[src/rtl/wb_conbus_pkg.sv]
// Shared definitions for the conbus slave-side decoder: FSM states, slave count
// and default slave address windows.
package wb_conbus_pkg;

  localparam int unsigned NSLV = 3;

  typedef enum logic [1:0] {
    StIdle   = 2'd0,
    StAccess = 2'd1,
    StErr    = 2'd2
  } state_e;

  localparam logic [31:0] S0BaseDef = 32'h0000_0000;
  localparam logic [31:0] S0MaskDef = 32'hF000_0000;
  localparam logic [31:0] S1BaseDef = 32'h1000_0000;
  localparam logic [31:0] S1MaskDef = 32'hF000_0000;
  localparam logic [31:0] S2BaseDef = 32'h2000_0000;
  localparam logic [31:0] S2MaskDef = 32'hF000_0000;

endpackage

[src/rtl/wb_conbus_addr_match.sv]
// Combinational address decoder: mask/base compare per slave, one-hot hit with
// fixed priority (slave 0 highest) and a miss flag when nothing matches.
module wb_conbus_addr_match
  import wb_conbus_pkg::*;
#(
  parameter int unsigned     AW      = 32,
  parameter logic [AW-1:0]   S0_BASE = AW'(S0BaseDef),
  parameter logic [AW-1:0]   S0_MASK = AW'(S0MaskDef),
  parameter logic [AW-1:0]   S1_BASE = AW'(S1BaseDef),
  parameter logic [AW-1:0]   S1_MASK = AW'(S1MaskDef),
  parameter logic [AW-1:0]   S2_BASE = AW'(S2BaseDef),
  parameter logic [AW-1:0]   S2_MASK = AW'(S2MaskDef)
) (
  input  logic [AW-1:0]   adr_i,
  output logic [NSLV-1:0] hit_o,
  output logic            miss_o
);

  logic [NSLV-1:0] raw;

  assign raw[0] = ((adr_i & S0_MASK) == S0_BASE);
  assign raw[1] = ((adr_i & S1_MASK) == S1_BASE);
  assign raw[2] = ((adr_i & S2_MASK) == S2_BASE);

  always_comb begin
    hit_o = '0;
    if (raw[0]) begin
      hit_o = 3'b001;
    end else if (raw[1]) begin
      hit_o = 3'b010;
    end else if (raw[2]) begin
      hit_o = 3'b100;
    end
  end

  assign miss_o = ~|raw;

endmodule

[src/rtl/wb_conbus_slv_dec.sv]
// Wishbone slave-side decoder: latches the decoded slave per beat, routes cyc/stb
// and muxes data/ack/err back. Optional access timeout: WB_CONBUS_DEC_TIMEOUT_EN.
module wb_conbus_slv_dec
  import wb_conbus_pkg::*;
#(
  parameter int unsigned   AW      = 32,
  parameter int unsigned   DW      = 32,
  parameter logic [AW-1:0] S0_BASE = AW'(S0BaseDef),
  parameter logic [AW-1:0] S0_MASK = AW'(S0MaskDef),
  parameter logic [AW-1:0] S1_BASE = AW'(S1BaseDef),
  parameter logic [AW-1:0] S1_MASK = AW'(S1MaskDef),
  parameter logic [AW-1:0] S2_BASE = AW'(S2BaseDef),
  parameter logic [AW-1:0] S2_MASK = AW'(S2MaskDef),
  parameter int unsigned   TIMEOUT = 255
) (
  input  logic                clk,
  input  logic                rst,
  input  logic                m_cyc_i,
  input  logic                m_stb_i,
  input  logic                m_we_i,
  input  logic [AW-1:0]       m_adr_i,
  input  logic [DW/8-1:0]     m_sel_i,
  input  logic [DW-1:0]       m_dat_i,
  output logic [DW-1:0]       m_dat_o,
  output logic                m_ack_o,
  output logic                m_err_o,
  output logic [NSLV-1:0]     s_cyc_o,
  output logic [NSLV-1:0]     s_stb_o,
  output logic                s_we_o,
  output logic [AW-1:0]       s_adr_o,
  output logic [DW/8-1:0]     s_sel_o,
  output logic [DW-1:0]       s_dat_o,
  input  logic [NSLV*DW-1:0]  s_dat_i,
  input  logic [NSLV-1:0]     s_ack_i,
  input  logic [NSLV-1:0]     s_err_i
);

  state_e          state_q, state_d;
  logic [NSLV-1:0] sel_q, sel_d;
  logic [NSLV-1:0] hit;
  logic            miss;
  logic            req, sel_ack, sel_err, tmo;
  logic [DW-1:0]   rdata;

  wb_conbus_addr_match #(
    .AW      (AW),
    .S0_BASE (S0_BASE),
    .S0_MASK (S0_MASK),
    .S1_BASE (S1_BASE),
    .S1_MASK (S1_MASK),
    .S2_BASE (S2_BASE),
    .S2_MASK (S2_MASK)
  ) u_addr_match (
    .adr_i  (m_adr_i),
    .hit_o  (hit),
    .miss_o (miss)
  );

  assign req     = m_cyc_i & m_stb_i;
  assign sel_ack = |(s_ack_i & sel_q);
  assign sel_err = |(s_err_i & sel_q);

  assign s_we_o  = m_we_i;
  assign s_adr_o = m_adr_i;
  assign s_sel_o = m_sel_i;
  assign s_dat_o = m_dat_i;

  always_comb begin
    rdata = '0;
    for (int i = 0; i < NSLV; i++) begin
      if (sel_q[i]) rdata = rdata | s_dat_i[i*DW +: DW];
    end
  end

`ifdef WB_CONBUS_DEC_TIMEOUT_EN
  localparam logic [7:0] TimeoutCnt = 8'(TIMEOUT);
  logic [7:0] cnt_q, cnt_d;

  // Held at zero outside ACCESS, so it reads zero on the first ACCESS cycle.
  assign cnt_d = (state_q == StAccess) ? cnt_q + 8'd1 : 8'd0;
  assign tmo   = (cnt_q == TimeoutCnt);

  always_ff @(posedge clk or negedge rst) begin
    if (!rst) begin
      cnt_q <= 8'd0;
    end else begin
      cnt_q <= cnt_d;
    end
  end
`else
  assign tmo = 1'b0;
`endif

  always_comb begin
    state_d = state_q;
    sel_d   = sel_q;
    s_cyc_o = '0;
    s_stb_o = '0;
    m_ack_o = 1'b0;
    m_err_o = 1'b0;
    m_dat_o = '0;
    unique case (state_q)
      StIdle: begin
        if (req) begin
          sel_d   = hit;
          state_d = miss ? StErr : StAccess;
        end
      end
      StAccess: begin
        m_dat_o = rdata;
        if (!req) begin
          state_d = StIdle;
        end else if (tmo) begin
          m_err_o = 1'b1;
          state_d = StIdle;
        end else begin
          s_cyc_o = sel_q;
          s_stb_o = sel_q;
          // Err takes precedence over a coincident ack.
          m_err_o = sel_err;
          m_ack_o = sel_ack & ~sel_err;
          if (sel_ack || sel_err) state_d = StIdle;
        end
      end
      StErr: begin
        m_err_o = req;
        state_d = StIdle;
      end
      default: state_d = StIdle;
    endcase
  end

  always_ff @(posedge clk or negedge rst) begin
    if (!rst) begin
      state_q <= StIdle;
      sel_q   <= '0;
    end else begin
      state_q <= state_d;
      sel_q   <= sel_d;
    end
  end

endmodule

[config.mk]
export PLATFORM = sky130hd
export DESIGN_NAME = wb_conbus_slv_dec
export DESIGN_NICKNAME = d
export VERILOG_FILES = /design/src/rtl/wb_conbus_pkg.sv /design/src/rtl/wb_conbus_addr_match.sv /design/src/rtl/wb_conbus_slv_dec.sv
export SDC_FILE = /design/constraint.sdc
export NUM_CORES = 1
export LEC_CHECK = 0
export CAP_MARGIN = 20
export CORE_AREA = 4 4 107 109
export CTS_CLUSTER_SIZE = 14
export DETAILED_ROUTE_END_ITERATION = 16
export DIE_AREA = 0 0 111 113
export GPL_TIMING_DRIVEN = 0
export PLACE_DENSITY = 0.67
export SYNTH_ARGS = -nofsm -noshare
export SYNTH_HDL_FRONTEND = slang
export SYNTH_SLANG_ARGS = --single-unit
[constraint.sdc]
create_clock -name clk -period 2.55 [get_ports clk]
set_input_delay 0.51 -clock clk [delete_from_list [all_inputs] [get_ports clk]]
set_output_delay 0.51 -clock clk [all_outputs]
set_load 0.01 [all_outputs]
## After elaboration in Yosys (flattened, before gate mapping)

Index checks and enable logic that the tools add are counted.

- Output and inout bits: 109
- Word-level logic and storage cells: 41
- Memory bits (read-only): 0
- Input port bits: 175
- Memories kept: 0
- Flip-flop bits (word level): 5
- Memory bits (writable): 0
- Latch bits: 0

- Reduce and logical (&&, ||, !) cells: 8
- Divide/modulo/power cells: 0
- Equality and inequality tests: 6
- Multipliers: 0
- Bitwise logic cells: 7
- Order comparisons: 0
- Shifts and indexed selects: 0
- Multiplexer cells: 18
- $add $sub $neg: 0

Operators with widths:

| operator | count |
|---|---|
| 32-bit 2-to-1 mux | 4 |
| 32-bit OR | 2 |
| 32-bit logical NOT | 1 |
| 3-bit 2-to-1 mux | 5 |
| 3-bit OR reduction | 3 |
| 2-bit 2-to-1 mux | 4 |
| 3-bit bitwise AND | 2 |
| 4-bit by 1-bit equality test with 1-bit output, second input constant | 1 |
| 4-bit by 2-bit equality test with 1-bit output, second input constant | 1 |
| 2-bit one-hot mux with 2 select lines | 1 |
| 2-bit AND reduction | 2 |
| 1-bit 2-to-1 mux | 3 |
| 3-bit != test, second input constant | 1 |
| 1-bit bitwise AND | 2 |
| 2-bit by 1-bit equality test with 1-bit output, second input constant | 1 |
| 2-bit equality test, second input constant | 1 |
| 2-bit logical NOT | 1 |
| 2-bit != test, second input constant | 1 |
| 1-bit one-hot mux with 2 select lines | 1 |
| 1-bit logical OR | 1 |
| 1-bit inverter | 1 |

## Depth between registers and ports, before layout

- Word-level depth: 6
- Gate-level depth with buffers: 6
- Depth with buffers taken out: 6

## Modules after synthesis

A second synthesis with hierarchy kept.

- Cells, all modules: 193
- Area total of the unflattened synthesis: 1527.7 µm²

By module, submodules not included:

| module | area an instance (µm²) | cells each | instances | sequential area each (µm²) |
|---|---|---|---|---|
| wb_conbus_slv_dec | 1493.9 | 189 | 1 | 125.1 |
| wb_conbus_addr_match | 33.8 | 4 | 1 | 0.0 |

## Worst setup path after synthesis

OpenSTA, ideal clock, no wires.

- Kind: register to output
- Start: reg state_q[1]
- End: out m_ack_o
- Arrival: 1.194 ns
- Slack: 0.846 ns
- Required time: 2.040 ns
- Buffers on the path: 0
- Stages on the path, launching flop included: 5
- Path through: dfrtp_1 -> inv_1 -> ha_1 -> and3_1 -> nor3b_1

- Word-level cells in the longest chain between the ends: 2

Ends and longest elaborated chain:

| element | RTL line | RTL |
|---|---|---|
| start, declared | wb_conbus_slv_dec.sv:38 | `state_e state_q, state_d;` |
| start signal, assigned | wb_conbus_slv_dec.sv:135 | `state_q <= StIdle;` |
| start signal, assigned | wb_conbus_slv_dec.sv:138 | `state_q <= state_d;` |
| 2-bit by 1-bit equality test with 1-bit output | wb_conbus_slv_dec.sv:102 | `unique case (state_q)` |
| 1-bit 2-to-1 mux | wb_conbus_slv_dec.sv:102 |  |
| end, declared | wb_conbus_slv_dec.sv:25 | `output logic m_ack_o,` |

Every way passes these cells.

## Worst setup path after layout

- Start: in m_cyc_i
- End: out s_cyc_o[1]

- Word-level cells in the longest chain between the ends: 3

Ends and longest elaborated chain:

| element | RTL line | RTL |
|---|---|---|
| start, declared | wb_conbus_slv_dec.sv:18 | `input logic m_cyc_i,` |
| 1-bit bitwise AND | wb_conbus_slv_dec.sv:59 | `assign req = m_cyc_i & m_stb_i;` |
| 3-bit 2-to-1 mux | wb_conbus_slv_dec.sv:111 | `if (!req) begin` |
| 3-bit 2-to-1 mux | wb_conbus_slv_dec.sv:102 |  |
| end, declared | wb_conbus_slv_dec.sv:27 | `output logic [NSLV-1:0] s_cyc_o,` |

Every way passes these cells.

==> impl_table.tex <==
\begin{tabular}{lr}
\hline
Metric & Value \\
\hline
\multicolumn{2}{l}{\textbf{Status}} \\
Result of the run & complete, no violations \\
\multicolumn{2}{l}{\textbf{Yosys}} \\
Count of flip-flops with a built-in enable after synthesis & 0 \\
Post-synthesis sequential area ratio & 0.08361 \\
Synth top area cells & buf\_4, a222oi\_1, nor2b\_1 \\
Async SR Flop Fraction & 1.000 \\
Gate count of the mapped netlist & 192 \\
Distinct cell type count of the synthesized netlist & 27 \\
Total of warnings raised by yosys & 0 \\
Cell taking the most area after synthesis & buf\_4 \\
FF+latch count, synth & 5 \\
Dominant register cell in the synthesized netlist & dfrtp\_1 \\
Net count of the mapped netlist & 370 \\
Area fraction of the dominant cell type after synthesis & 0.3612 \\
Synthesized cell area & 1496 µm² \\
Average cell area after synthesis & 7.794 µm² \\
\multicolumn{2}{l}{\textbf{Clock network}} \\
Total CTS buffers & 3 \\
Cell at the root of the clock tree & clkbuf\_8 \\
Clock sink count & 5 \\
Clock-pin slew on the worst setup and hold paths & 0.03 ns \\
Buffer depth of the longest clock path & 2 \\
Post-CTS Hold Fix Bufs & 0 \\
Clock tree from TritonCTS & built \\
Total number of H-tree levels & 1 \\
Setup Fix Bufs, Post-CTS & 0 \\
Clock latency on the worst-skew pair & 0.22 ns \\
\multicolumn{2}{l}{\textbf{Layout}} \\
Fin cells & 554 \\
Final antenna diode count & 0 \\
Filler Cell Count & 1075 \\
Post-layout instance area & 3931 µm² \\
Proportion of layout cells with a drive suffix above 1 & 0.2198 \\
Number of nets in the finished design & 593 \\
Area growth from synthesis to final layout & 162.7\% \\
Share of the core filled with cells in the final layout & 0.3708 \\
Multi-input gate area in the final layout & 763.2 µm² \\
Area of all sequential standard cells & 125.1 µm² \\
\multicolumn{2}{l}{\textbf{Power}} \\
Leakage power total & 0.001546 µW \\
Peak ir drop on the vdd network & 114.1 µV \\
Internal Dissipation & 624.0 µW \\
Clk network pwr share & 0.160 \\
Portion of total power attributed to sequential cells & 0.109 \\
Net switching power & 276.5 µW \\
Power density cells & 229.1 nW/µm² \\
Fraction of power spent switching nets & 0.3070 \\
Portion of total power attributed to combinational logic & 0.732 \\
\multicolumn{2}{l}{\textbf{Detailed routing}} \\
Initial detailed-routing violation count & 184 \\
Number of vias per cell after detailed routing & 4.175 \\
DR vias & 2313 \\
Aggregate routed wire length & 8276 µm \\
Number of nets still failing antenna checks after routing & 0 \\
Drt pass-1 iters & 5 \\
Wire per inst & 14.94 µm \\
Remaining design rule violation count & 0 \\
\multicolumn{2}{l}{\textbf{Global route}} \\
Met3 Resource Use GR & 0.02941 \\
Largest net degree at the start of global routing & 11 \\
Met1 track demand over resource in global routing & 0.1346 \\
M2 GR Usage & 0.2189 \\
Overflow after GRT & 0 \\
Vias in the first global route & 2417 \\
Wire length of the first global-routing pass & 12050 µm \\
Overall Global Routing Usage & 0.1154 \\
Number of antenna violations at the first check in global routing & 0 \\
GRT busiest layer & met2 \\
\multicolumn{2}{l}{\textbf{Place}} \\
Count of buffers from port buffering & 218 \\
Setup WS pre-CTS & -0.1119 ns \\
HPWL Detailed & 7180 µm \\
Number of instances in the placed design & 550 \\
Placed inst area & 3854 µm² \\
Routability congestion estimate from global placement & 0.8532 \\
\multicolumn{2}{l}{\textbf{Die}} \\
Width of the die & 111 µm \\
Number of top-level design ports & 284 \\
Floorplan row count & 38 \\
Starting density of the core & 0.1411 \\
Die Footprint & 12540 µm² \\
Chip height & 113 µm \\
Floorplan Core Area & 10600 µm² \\
\multicolumn{2}{l}{\textbf{Timing}} \\
Setup TNS & 0 ns \\
Setup slack of the critical path after layout & 0.08532 ns \\
Final hold violation count & 0 \\
Max Freq & 0.4057 GHz \\
Slew at the pin with the worst max-slew slack & 0.4894 ns \\
Period Utilization, post-route & 0.9665 \\
Final-report max-slew violation count & 0 \\
Total of endpoints with negative setup slack in the final report & 0 \\
Period minus WS final & 2.465 ns \\
Worst max-slew margin expressed relative to the limit & 0.6737 \\
Unrepaired setup endpoints after global routing & false \\
Setup clock skew after layout & 0.0005811 ns \\
\multicolumn{2}{l}{\textbf{Critical path}} \\
Crit. End Element & primary output \\
Critical path arrival & 1.95 ns \\
Required time worst endpoint & 2.04 ns \\
Worst R2R Setup Slack & 1.02 ns \\
Startpoint type of the worst setup path & input port \\
Critical-path maximum fanout & 5 \\
Category of the most critical setup path & input port to primary output \\
\multicolumn{2}{l}{\textbf{Min path}} \\
Path class of the lowest-slack min-delay path & input port to async pin \\
\multicolumn{2}{l}{\textbf{Flow run}} \\
Max-capacitance violation count & 0 \\
\hline
\end{tabular}
## worst paths after layout
path / startpoint / endpoint / cells past startpoint
min in group clk: state_q[0]$_DFFE_PN0P_ / state_q[0]$_DFFE_PN0P_ / 2
min: rst / sel_q[1]$_DFFE_PN0P_ / 1
max: m_cyc_i / s_cyc_o[1] / 4
min reg2reg: state_q[0]$_DFFE_PN0P_ / state_q[0]$_DFFE_PN0P_ / 2
max in group asynchronous: rst / state_q[0]$_DFFE_PN0P_ / 1
max reg2reg: state_q[0]$_DFFE_PN0P_ / sel_q[2]$_DFFE_PN0P_ / 5
## layout by cell type, fill, tap and decap left out, types with 2 or more instances in the layout
cell             instances
a21oi_1                  3
a222oi_1                32
a22o_1                   3
and2_1                   3
buf_2                    2
buf_4                   74
buf_6                    2
clkbuf_1                 2
clkbuf_2                 8
clkbuf_8                 3
clkdlybuf4s50_1        213
dfrtp_1                  5
dlygate4sd2_1            4
ha_1                     2
inv_1                    3
nand2_1                  6
nand3_1                  2
nor2b_1                 32
nor3b_1                  2
## area by class of cell
type,count,area share
Inverter,3,0.002864
Clock buffer,4,0.01146
Buffer,87,0.1607
Sequential cell,5,0.03183
Tap cell,140,0.04456
Multi-Input combinational cell,97,0.1941
Timing Repair Buffer,218,0.5544
## power by group through the flow
stage / clock network (µW) / registers (µW) / logic [µW]
2_1_floorplan: 0 / 96.4 / 294
3_3_place_gp: 0 / 97.2 / 643
3_5_place_dp: 0 / 97.9 / 655
4_1_cts: 146 / 98.7 / 666
5_1_grt: 155 / 99.1 / 711
6_report: 144 / 98.0 / 659
## Yosys cell counts, types with 2 or more instances
library cell and instances:
nand2_1 6, a21oi_1 3, clkbuf_1 9, ha_1 3
nor2b_1 32, a22o_1 3, nor3b_1 2, buf_1 2
nand3_1 2, inv_1 3, and2_1 3, buf_4 72
dfrtp_1 5, a222oi_1 32, buf_2 2, buf_6 2
## through the flow
stage               total power [µW]  hold slack (ns)
finish                         900.5           0.5170
global placement               740.6           0.5525
CTS                            911.1           0.5241
floorplan                      390.1           0.2144
detailed placement             752.8           0.5634
global route                   965.1           0.5348
## critical path: stages
cell             delay (ns)
clkdlybuf4s50_1        0.52
and3_4                 0.23
and2_1                 0.15
clkdlybuf4s50_1        0.55
## repair_timing
action                                  CTS  global route
endpoints found under the setup margin   38            26
resized for setup                        14            13
pin swaps                                 0             1
## sequential cells by signal, summed over array words and instances (netlist names)
signal	count
state_q	2
sel_q	3
## metal layers
layer,up-vias,wire (µm)
li1,1091,-
met1,1039,3111
met2,176,4319
met3,7,784
met4,0,61
met5,-,0
## kinds of logic (layout without fill, tap and decap cells)
family | after synthesis | after routing | synth area share
AOI/OAI and AO/OA | 44 | 44 | 0.2709
adders and majority gates | 3 | 3 | 0.02509
buffers and inverters | 90 | 312 | 0.4181
DFF | 5 | 5 | 0.08361
and+or+nand+nor | 50 | 50 | 0.2023
(Power assumes the default switching activity.)
